===== src/rtl/acs_sched.sv =====
// Sequencing controller for the Viterbi BMU/ACS datapath: issues one symbol at a time,
// holds path metrics and survivors between recursions, and reports the best end state.
module acs_sched #(
    parameter int unsigned FRAME_LEN = 8,
    parameter logic [3:0]  PM_INIT   = 4'hF,
    parameter int unsigned TIMEOUT   = 15
) (
    input  logic       clk,
    input  logic       rst,
    input  logic       in_valid,
    output logic       in_ready,
    input  logic [1:0] in_bit_pair,
    output logic       dp_refresh,
    output logic       dp_valid,
    output logic [1:0] dp_bit_pair,
    output logic [2:0] dp_wp,
    output logic [3:0] pm_00,
    output logic [3:0] pm_01,
    output logic [3:0] pm_10,
    output logic [3:0] pm_11,
    output logic [7:0] sb_00,
    output logic [7:0] sb_01,
    output logic [7:0] sb_10,
    output logic [7:0] sb_11,
    input  logic       dp_valid_ret,
    input  logic [2:0] dp_wp_ret,
    input  logic [3:0] new_pm_00,
    input  logic [3:0] new_pm_01,
    input  logic [3:0] new_pm_10,
    input  logic [3:0] new_pm_11,
    input  logic [7:0] upd_sb_00,
    input  logic [7:0] upd_sb_01,
    input  logic [7:0] upd_sb_10,
    input  logic [7:0] upd_sb_11,
    output logic       frame_done,
    output logic [1:0] best_state,
    output logic [3:0] best_metric,
    output logic       err
);

    typedef enum logic [1:0] {S_IDLE, S_ISSUE, S_WAIT, S_DONE} state_t;

    state_t     r_state;
    logic [2:0] r_sym_cnt;
    logic [7:0] r_timer;

    logic       w_norm;
    logic [3:0] w_pm_00, w_pm_01, w_pm_10, w_pm_11;
    logic [5:0] w_best;
    logic       w_last;
    logic       w_timeout;

    // Metrics only grow, so drop the shared MSB once every state has reached it.
    function automatic logic [3:0] norm(input logic [3:0] m, input logic clr);
        return clr ? {1'b0, m[2:0]} : m;
    endfunction

    function automatic logic [5:0] pick_min(input logic [3:0] m0, input logic [3:0] m1,
                                            input logic [3:0] m2, input logic [3:0] m3);
        logic [1:0] s;
        logic [3:0] m;
        s = 2'd0;
        m = m0;
        if (m1 < m) begin s = 2'd1; m = m1; end
        if (m2 < m) begin s = 2'd2; m = m2; end
        if (m3 < m) begin s = 2'd3; m = m3; end
        return {s, m};
    endfunction

    assign w_norm    = new_pm_00[3] & new_pm_01[3] & new_pm_10[3] & new_pm_11[3];
    assign w_pm_00   = norm(new_pm_00, w_norm);
    assign w_pm_01   = norm(new_pm_01, w_norm);
    assign w_pm_10   = norm(new_pm_10, w_norm);
    assign w_pm_11   = norm(new_pm_11, w_norm);
    assign w_best    = pick_min(w_pm_00, w_pm_01, w_pm_10, w_pm_11);
    assign w_last    = (r_sym_cnt == 3'(FRAME_LEN - 1));
    assign w_timeout = (r_timer == 8'(TIMEOUT - 1));
    assign in_ready  = (r_state == S_IDLE);

    always_ff @(posedge clk) begin
        if (rst) begin
            r_state     <= S_IDLE;
            r_sym_cnt   <= 3'd0;
            r_timer     <= 8'd0;
            dp_valid    <= 1'b0;
            dp_refresh  <= 1'b0;
            dp_bit_pair <= 2'd0;
            dp_wp       <= 3'd0;
            pm_00       <= 4'd0;
            pm_01       <= 4'd0;
            pm_10       <= 4'd0;
            pm_11       <= 4'd0;
            sb_00       <= 8'd0;
            sb_01       <= 8'd0;
            sb_10       <= 8'd0;
            sb_11       <= 8'd0;
            frame_done  <= 1'b0;
            best_state  <= 2'd0;
            best_metric <= 4'd0;
            err         <= 1'b0;
        end else begin
            dp_valid   <= 1'b0;
            dp_refresh <= 1'b0;
            frame_done <= 1'b0;
            case (r_state)
                S_IDLE: begin
                    if (in_valid) begin
                        dp_valid    <= 1'b1;
                        dp_refresh  <= (r_sym_cnt == 3'd0);
                        dp_bit_pair <= in_bit_pair;
                        dp_wp       <= r_sym_cnt;
                        // Frame start: state 00 is the known encoder start state.
                        if (r_sym_cnt == 3'd0) begin
                            pm_00 <= 4'd0;
                            pm_01 <= PM_INIT;
                            pm_10 <= PM_INIT;
                            pm_11 <= PM_INIT;
                            sb_00 <= 8'd0;
                            sb_01 <= 8'd0;
                            sb_10 <= 8'd0;
                            sb_11 <= 8'd0;
                        end
                        r_state <= S_ISSUE;
                    end
                end
                S_ISSUE: begin
                    r_timer <= 8'd0;
                    r_state <= S_WAIT;
                end
                S_WAIT: begin
                    if (dp_valid_ret) begin
                        pm_00 <= w_pm_00;
                        pm_01 <= w_pm_01;
                        pm_10 <= w_pm_10;
                        pm_11 <= w_pm_11;
                        sb_00 <= upd_sb_00;
                        sb_01 <= upd_sb_01;
                        sb_10 <= upd_sb_10;
                        sb_11 <= upd_sb_11;
                        if (dp_wp_ret != dp_wp) err <= 1'b1;
                        r_sym_cnt <= r_sym_cnt + 3'd1;
                        if (w_last) begin
                            frame_done  <= 1'b1;
                            best_state  <= w_best[5:4];
                            best_metric <= w_best[3:0];
                            r_state     <= S_DONE;
                        end else begin
                            r_state <= S_IDLE;
                        end
                    end else if (w_timeout) begin
                        err       <= 1'b1;
                        r_sym_cnt <= 3'd0;
                        r_state   <= S_IDLE;
                    end else begin
                        r_timer <= r_timer + 8'd1;
                    end
                end
                S_DONE: begin
                    r_sym_cnt <= 3'd0;
                    r_state   <= S_IDLE;
                end
                default: r_state <= S_IDLE;
            endcase
        end
    end

endmodule

===== config.mk =====
export PLATFORM = sky130hd
export DESIGN_NAME = acs_sched
export DESIGN_NICKNAME = d
export VERILOG_FILES = /design/src/rtl/acs_sched.sv
export SDC_FILE = /design/constraint.sdc
export NUM_CORES = 1
export LEC_CHECK = 0
export ABC_AREA = 1
export CAP_MARGIN = 20
export CORE_UTILIZATION = 35
export DETAILED_ROUTE_END_ITERATION = 8
export GPL_ROUTABILITY_DRIVEN = 0
export GPL_TIMING_DRIVEN = 0
export PLACE_DENSITY_LB_ADDON = 0.12
export SYNTH_ARGS = -nofsm -noshare
export SYNTH_HDL_FRONTEND = slang
export SYNTH_SLANG_ARGS = --single-unit

===== constraint.sdc =====
create_clock -name clk -period 3.35 [get_ports clk]
set_input_delay 0.5025 -clock clk [delete_from_list [all_inputs] [get_ports clk]]
set_output_delay 0.5025 -clock clk [all_outputs]
set_load 0.05 [all_outputs]

==> results.yml, run 1 <==
status:
  outcome: "finished clean"
global_route:
  grt_pass1_vias: 3142
  grt_max_degree: 15
  grt_usage: 0.194
  grt_overflow_total: 0
  grt_first_pass_wirelength_um: 15200
  grt_antenna_before_repair: 0
logic_synthesis:
  synth_edf_count: 0
  netlist_instances: 438
  synth_seq_cells: 76
  synth_warnings: 0
  synth-seq-area-share: 0.452
  async_flop_share: 0
  synth_flop_cell: "dfxtp_1"
  syn_nets: 511
  synth_area_per_cell_um2: 7.69
  syn_area_mm2: 0.00337
  ys_types: 31
drt:
  drt_iter0_markers: 85
  drtAntennaViolNets: 0
  drcViolationCount: 0
  via_per_inst: 4.78
  via_count: 3368
  routed_wl_um: 9500
  wl_per_cell_um: 13.5
  first_pass_iters: 5
floorplan:
  core_mm2: 0.00928
  die_x_um: 100
  io-pin-count: 121
  rows: 35
  initial_utilization: 0.363
  die_h_um: 100
  fp.dieArea_mm2: 0.0100
power:
  vdd_ir_drop_max_mv: 0.241
  powerDensity_mw_per_mm2: 506
  leakagePower_nw: 2.00
  finalPower_w: 0.00253
sta:
  period_share: 0.956
  setup_tns_ps: 0
  timing.slew.headroom: 0.633
  hold_viol: 0
  drv_slew: 0
  post-route-min-period_ps: 3200
  clock_skew_ps: 9.45
  setup-violations-final: 0
  tightestPinTransition_ps: 544
  fmax_mhz: 312
layout:
  layout-drive-gt1-share: 0.0868
  n_antenna_cell: 0
  syn2layout_area_growth_pct: 48.6
  num-fill-cells: 925
  nNetsFinal: 644
clocking:
  cts_tree: "yes"
  clk_pin_slew_ps: 90
  cts.sinks: 76
  worstSkewPairLatency_ps: 360
  cts-root-buf: "clkbuf_8"
  clk_path_buf_depth: 2
  cts_max_level: 3
  numCtsBuffers: 9
worst_setup_path:
  crit_path_end_kind: "flip-flop"
  start_kind: "input port"
  critPathKind: "in -> reg"
  arrival_ps: 3500
  crit_fanout: 7
  required_ps: 3650
placed_design:
  hpwlAfterDp_um: 7080
  numPortBuffers: 120
job:
  drv_cap: 0
min_path:
  hp-class: "reg -> reg"
placed cells by master (no fill, tap or decap), types with 4 or more instances in the layout:
cell type	n
clkdlybuf4s50_1	120
dfxtp_1	76
a21oi_1	63
o21ai_0	61
nor2_1	50
nand2_1	49
inv_1	39
nand3_1	16
clkbuf_1	14
ha_1	14
clkbuf_8	9
a31oi_1	8
nand2_4	5
buf_2	5
inv_2	4
nand2_2	4
buf_4	4
metrics by stage:
stage	hold slack, ps	setup slack [ps]	instance area [um2]	instances	utilization
after CTS	463	27.3	4960	703	0.534
final	467	148	5010	705	0.539
after global placement	445	-476	4730	687	0.510
after global routing	496	-5.49	5010	705	0.539
after detailed placement	451	-567	4730	687	0.510
after floorplan	453	356	3370	438	-
layout make-up:
class	count	area [um2]	area share
inverters	44	165	0.0330
multi-input cells	297	1630	0.325
plain buffers	21	92.6	0.0185
clock inverters	7	98.8	0.0197
well taps	129	161	0.0322
clock buffers	9	124	0.0247
flip-flops and latches	76	1520	0.304
repair buffers	122	1220	0.243
flip-flops by register name (all words and copies together), names as in the netlist:
| signal | count |
|---|---|
| dp_wp | 3 |
| dp_bit_pair | 2 |
| dp_refresh | 1 |
| pm_10 | 4 |
| frame_done | 1 |
| r_state | 2 |
| pm_01 | 4 |
| r_timer | 8 |
| pm_11 | 4 |
| r_sym_cnt | 3 |
| sb_10 | 8 |
| err | 1 |
| best_state | 2 |
| best_metric | 4 |
| sb_01 | 8 |
| sb_00 | 8 |
| dp_valid | 1 |
| sb_11 | 8 |
| pm_00 | 4 |
kinds of logic after synthesis:
logic type               count (synthesis)  synth area share
buffers and inverters                   65            0.0765
AND/OR/NAND/NOR                        133             0.177
AO/OA/AOI/OAI                          147             0.233
adder cells (fa/ha/maj)                 16            0.0594
XOR/XNOR                                 1           0.00260
flip-flops                              76             0.452
metal layers:
layer / GRT usage / up-vias / wire [um]
met1: 0.252 / 1524 / 4470
met3: 0.0481 / 14 / 490
met5: 0 / - / 0
met4: 0.0758 / 0 / 145
li1: - / 1738 / -
met2: 0.311 / 92 / 4400
power by group:
part           internal [W]  switching, W
Combinational      0.000268      0.000466
Sequential         0.000970     0.0000334
Clock              0.000423      0.000374
Total               0.00166      0.000873
worst max-delay path, cell delays in order:
cell,delay [ps]
clkdlybuf4s50_1,520
inv_1,100
ha_4,260
nand2_1,70
clkinv_1,60
nand2_2,100
nand2_4,80
nand2_1,60
o21ai_1,90
ha_1,280
inv_1,40
nor2_1,130
nand2_2,100
nand2_4,100
nand2_1,70
o21ai_2,70
ha_2,280
nand2_1,60
inv_1,50
nand2_2,100
nand2_4,70
nand2_1,60
nand3_1,80
a21oi_1,130
cells in the mapped netlist (2+ instances only):
| library cell | n | area share |
|---|---|---|
| buf_4 | 2 | 0.0045 |
| clkbuf_1 | 14 | 0.016 |
| o211ai_1 | 2 | 0.0045 |
| a21oi_1 | 65 | 0.097 |
| nand3_1 | 16 | 0.024 |
| buf_2 | 5 | 0.0074 |
| nand3_2 | 2 | 0.0059 |
| inv_1 | 39 | 0.043 |
| nand2_2 | 4 | 0.0074 |
| a211oi_1 | 2 | 0.0045 |
| nor2_1 | 50 | 0.056 |
| nand2_4 | 5 | 0.017 |
| inv_2 | 4 | 0.0045 |
| a31oi_1 | 8 | 0.015 |
| nand2_1 | 49 | 0.055 |
| nor3_1 | 2 | 0.0030 |
| dfxtp_1 | 76 | 0.45 |
| o21ai_0 | 65 | 0.097 |
| ha_1 | 16 | 0.059 |
final timing paths:
path / from / end / slack [ps] / cells after the start
setup / recovery: new_pm_00[3] / best_metric[2] / 150 / 24
hold / removal: best_metric[0] / best_metric[0] / 470 / 2
setup reg to reg: r_state[1] / pm_00[2] / 1200 / 10
hold reg to reg: best_metric[0] / best_metric[0] / 470 / 2
repair_timing:
action	in CTS	in global routing
setup endpoints to repair	6	6
hold buffers	0	0
setup buffers	0	2
resized for setup	5	6
(Power assumes the default switching activity.)
==> run 2: changes to the inputs <==
--- a/config.mk
+++ b/config.mk
@@ -12,6 +12,7 @@
 export GPL_ROUTABILITY_DRIVEN = 0
 export GPL_TIMING_DRIVEN = 0
 export PLACE_DENSITY_LB_ADDON = 0.12
+export SLEW_MARGIN = 0
 export SYNTH_ARGS = -nofsm -noshare
 export SYNTH_HDL_FRONTEND = slang
 export SYNTH_SLANG_ARGS = --single-unit
==> results of run 2 <==
The final DEF is identical to that of run 1; final timing and power are the same.
==> variant, RTL diff (settings of run 2) <==
The 4 states of `state_t` get a one-hot encoding in 4 bits.
--- a/src/rtl/acs_sched.sv
+++ b/src/rtl/acs_sched.sv
@@ -38,7 +38,7 @@
     output logic       err
 );
 
-    typedef enum logic [1:0] {S_IDLE, S_ISSUE, S_WAIT, S_DONE} state_t;
+    typedef enum logic [3:0] {S_IDLE = 4'b0001, S_ISSUE = 4'b0010, S_WAIT = 4'b0100, S_DONE = 4'b1000} state_t;
 
     state_t     r_state;
     logic [2:0] r_sym_cnt;
Function: same outputs for any inputs over 10 cycles, from zero or initial values and one cycle with rst high; not proved beyond that.
==> variant against run 2 <==
  * Power down 9.4%
  * Die area is 2.2% higher
  * Design area is 1.4% higher
  * Synthesized area up 2.3%
  * Wire length is 1.2% higher
  * Setup slack gained 0.11 ns
  * Critical path depth fell by 2
  * Sequential cell count is 2 higher
  * Critical path type unchanged
==> variant: results (changes against run 2) <==
| Metric | Value |
|---|---|
| Synth top cells by count | `dfxtp_1 (78), nand2_1 (77), a21oi_1 (56) (was dfxtp_1 (76), a21oi_1 (65), o21ai_0 (65))` |
| Met2 global-route usage | `32.4% (was 31.1%)` |
| GR Util All Layers | `18.9% (was 19.4%)` |
| Largest net degree at the start of global routing | `15 (unchanged)` |
| Post-DP Area | `4800 sq um (was 4730 sq um)` |
| Peak supply drop | `0.274 mV (was 0.241 mV)` |
| Ranking of synthesized cells by area | `dfxtp_1 (45%), nand2_1 (8.4%), a21oi_1 (8.1%), nand3_1 (7.8%), ha_1 (5.8%) (was dfxtp_1 (45%), a21oi_1 (9.7%), o21ai_0 (9.7%), ha_1 (5.9%), nor2_1 (5.6%))` |
| GR Util met3 | `5.31% (was 4.81%)` |
| Most used DFF post-synth | `dfxtp_1 (unchanged)` |
| Cell variety after synth | `32 (was 31)` |
| Buffers on Ports | `119 (was 120)` |
| Xor and xnor area share after synthesis | `0.254% (was 0.260%)` |
| Worst Tran Pin Value | `0.535 ns (was 0.544 ns)` |
| Global-route wire length before repair | `15.0 mm (was 15.2 mm)` |
| Fin cells | `713 (was 705)` |
| Vias per cell | `4.84 (was 4.78)` |
| M1 GR Usage | `23.4% (was 25.2%)` |
| Placed cell count | `697 (was 687)` |
| Adder-Cell Fraction of Synth Area | `5.81% (was 5.94%)` |
| Complex-gate fraction of the synthesized area | `17.1% (was 23.3%)` |
| Routed len/inst | `13.5 microns (about the same)` |
| Post-Syn Instances | `449 (was 438)` |
| Mux contribution to synthesized area | `0% (unchanged)` |
| Sequential area share after synthesis | `45.3% (was 45.2%)` |
| # nets final | `652 (was 644)` |
| Post-Synthesis Net Count | `522 (was 511)` |
| Leakage | `1.93 nW (was 2.00 nW)` |
| Yosys warns | `0 (unchanged)` |
| Clock skew | `0.0160 ns (was 0.00945 ns)` |
| Layout cells sized above 1 | `8.05% (was 8.68%)` |
| Number of DRC markers in iteration 0 | `94 (was 85)` |
| DIE WIDTH | `101 microns (was 100 microns)` |
| Outcome | `finished clean (unchanged)` |
| Vias in the first global route | `3164 (was 3142)` |
| Hpwl dp | `7.23 mm (was 7.08 mm)` |
| CP arrival | `3.36 ns (was 3.50 ns)` |
==> variant: cell count changes in the layout (fill, tap and decap cells not counted), moves of 3 or more <==
cell	run 2	this run
a21oi_1	63	54
buf_2	5	0
nand2_1	49	77
nand2_4	5	1
nand3_1	16	54
nor2_1	50	26
nor3_1	2	7
o21ai_0	61	21
o21ai_1	2	5
==> variant: path summary, 6_finish.rpt <==
kind                                               from                          end  slack [ns]  depth (start not counted)
worst max-delay path                       new_pm_00[1]  best_metric[2]$_SDFFE_PP0P_        0.26                         22
worst min-delay path              sb_11[1]$_SDFFE_PP0P_        sb_11[1]$_SDFFE_PP0P_        0.47                          2
worst max register to register  r_state[1]$_SDFFE_PP0P_        pm_01[1]$_SDFFE_PP0P_        1.08                          9
worst min register to register    sb_11[1]$_SDFFE_PP0P_        sb_11[1]$_SDFFE_PP0P_        0.47                          2
==> variant: report_power, final <==
part	switching [W]	internal [W]	leakage [nW]
Clock	0.000362	0.000422	0.109
Combinational	0.000338	0.000196	1.18
Sequential	0.0000176	0.000960	0.634
==> variant: critical path: stages <==
cell and delay, ns:
clkdlybuf4s50_1 0.49, inv_1 0.07, ha_1 0.28, nand2_1 0.06, nand2_1 0.06, nand2_2 0.08, nand2_2 0.10, nand2_1 0.09
o21ai_2 0.06, ha_1 0.18, a21oi_1 0.29, nand2_4 0.12, nand2_1 0.09, o21ai_2 0.06, ha_1 0.27, nand2_1 0.06
nand2_1 0.05, nand2_2 0.09, nand2_2 0.09, nand2_1 0.07, nand3_1 0.07, a21oi_1 0.14
==> variant: cell families after synthesis <==
group | after synthesis
and+or+nand+nor | 179
AOI/OAI and AO/OA | 107
DFF | 78
buffers and inverters | 68
adders and majority gates | 16
xor gates and xnor gates | 1
==> variant: per-layer routing <==
metal / vias to the layer above / part of all wire [%]
li1: 1776 / -
met1: 1587 / 45
met2: 82 / 49
met3: 8 / 4.8
met4: 0 / 0.95
met5: - / 0
==> variant: metrics by stage <==
stage / total power (W) / hold WS, ns
2_1_floorplan: 0.00131 / 0.430
3_3_place_gp: 0.00151 / 0.448
3_5_place_dp: 0.00152 / 0.453
4_1_cts: 0.00231 / 0.466
5_1_grt: 0.00241 / 0.485
6_report: 0.00229 / 0.467
==> variant: timing repair <==
action,in CTS,in global routing
resized for setup,4,11
endpoints found under the setup margin,6,6
pin swaps,0,1
hold buffers,0,0
==> variant: cell type report <==
class | instances | area, sq um
buffer | 22 | 101
clock buffer | 9 | 124
clock inverter | 7 | 98.8
fill | 916 | 4290
inverter | 46 | 173
multi-input combinational | 303 | 1660
sequential | 78 | 1560
tap | 129 | 161
timing repair buffer | 119 | 1190
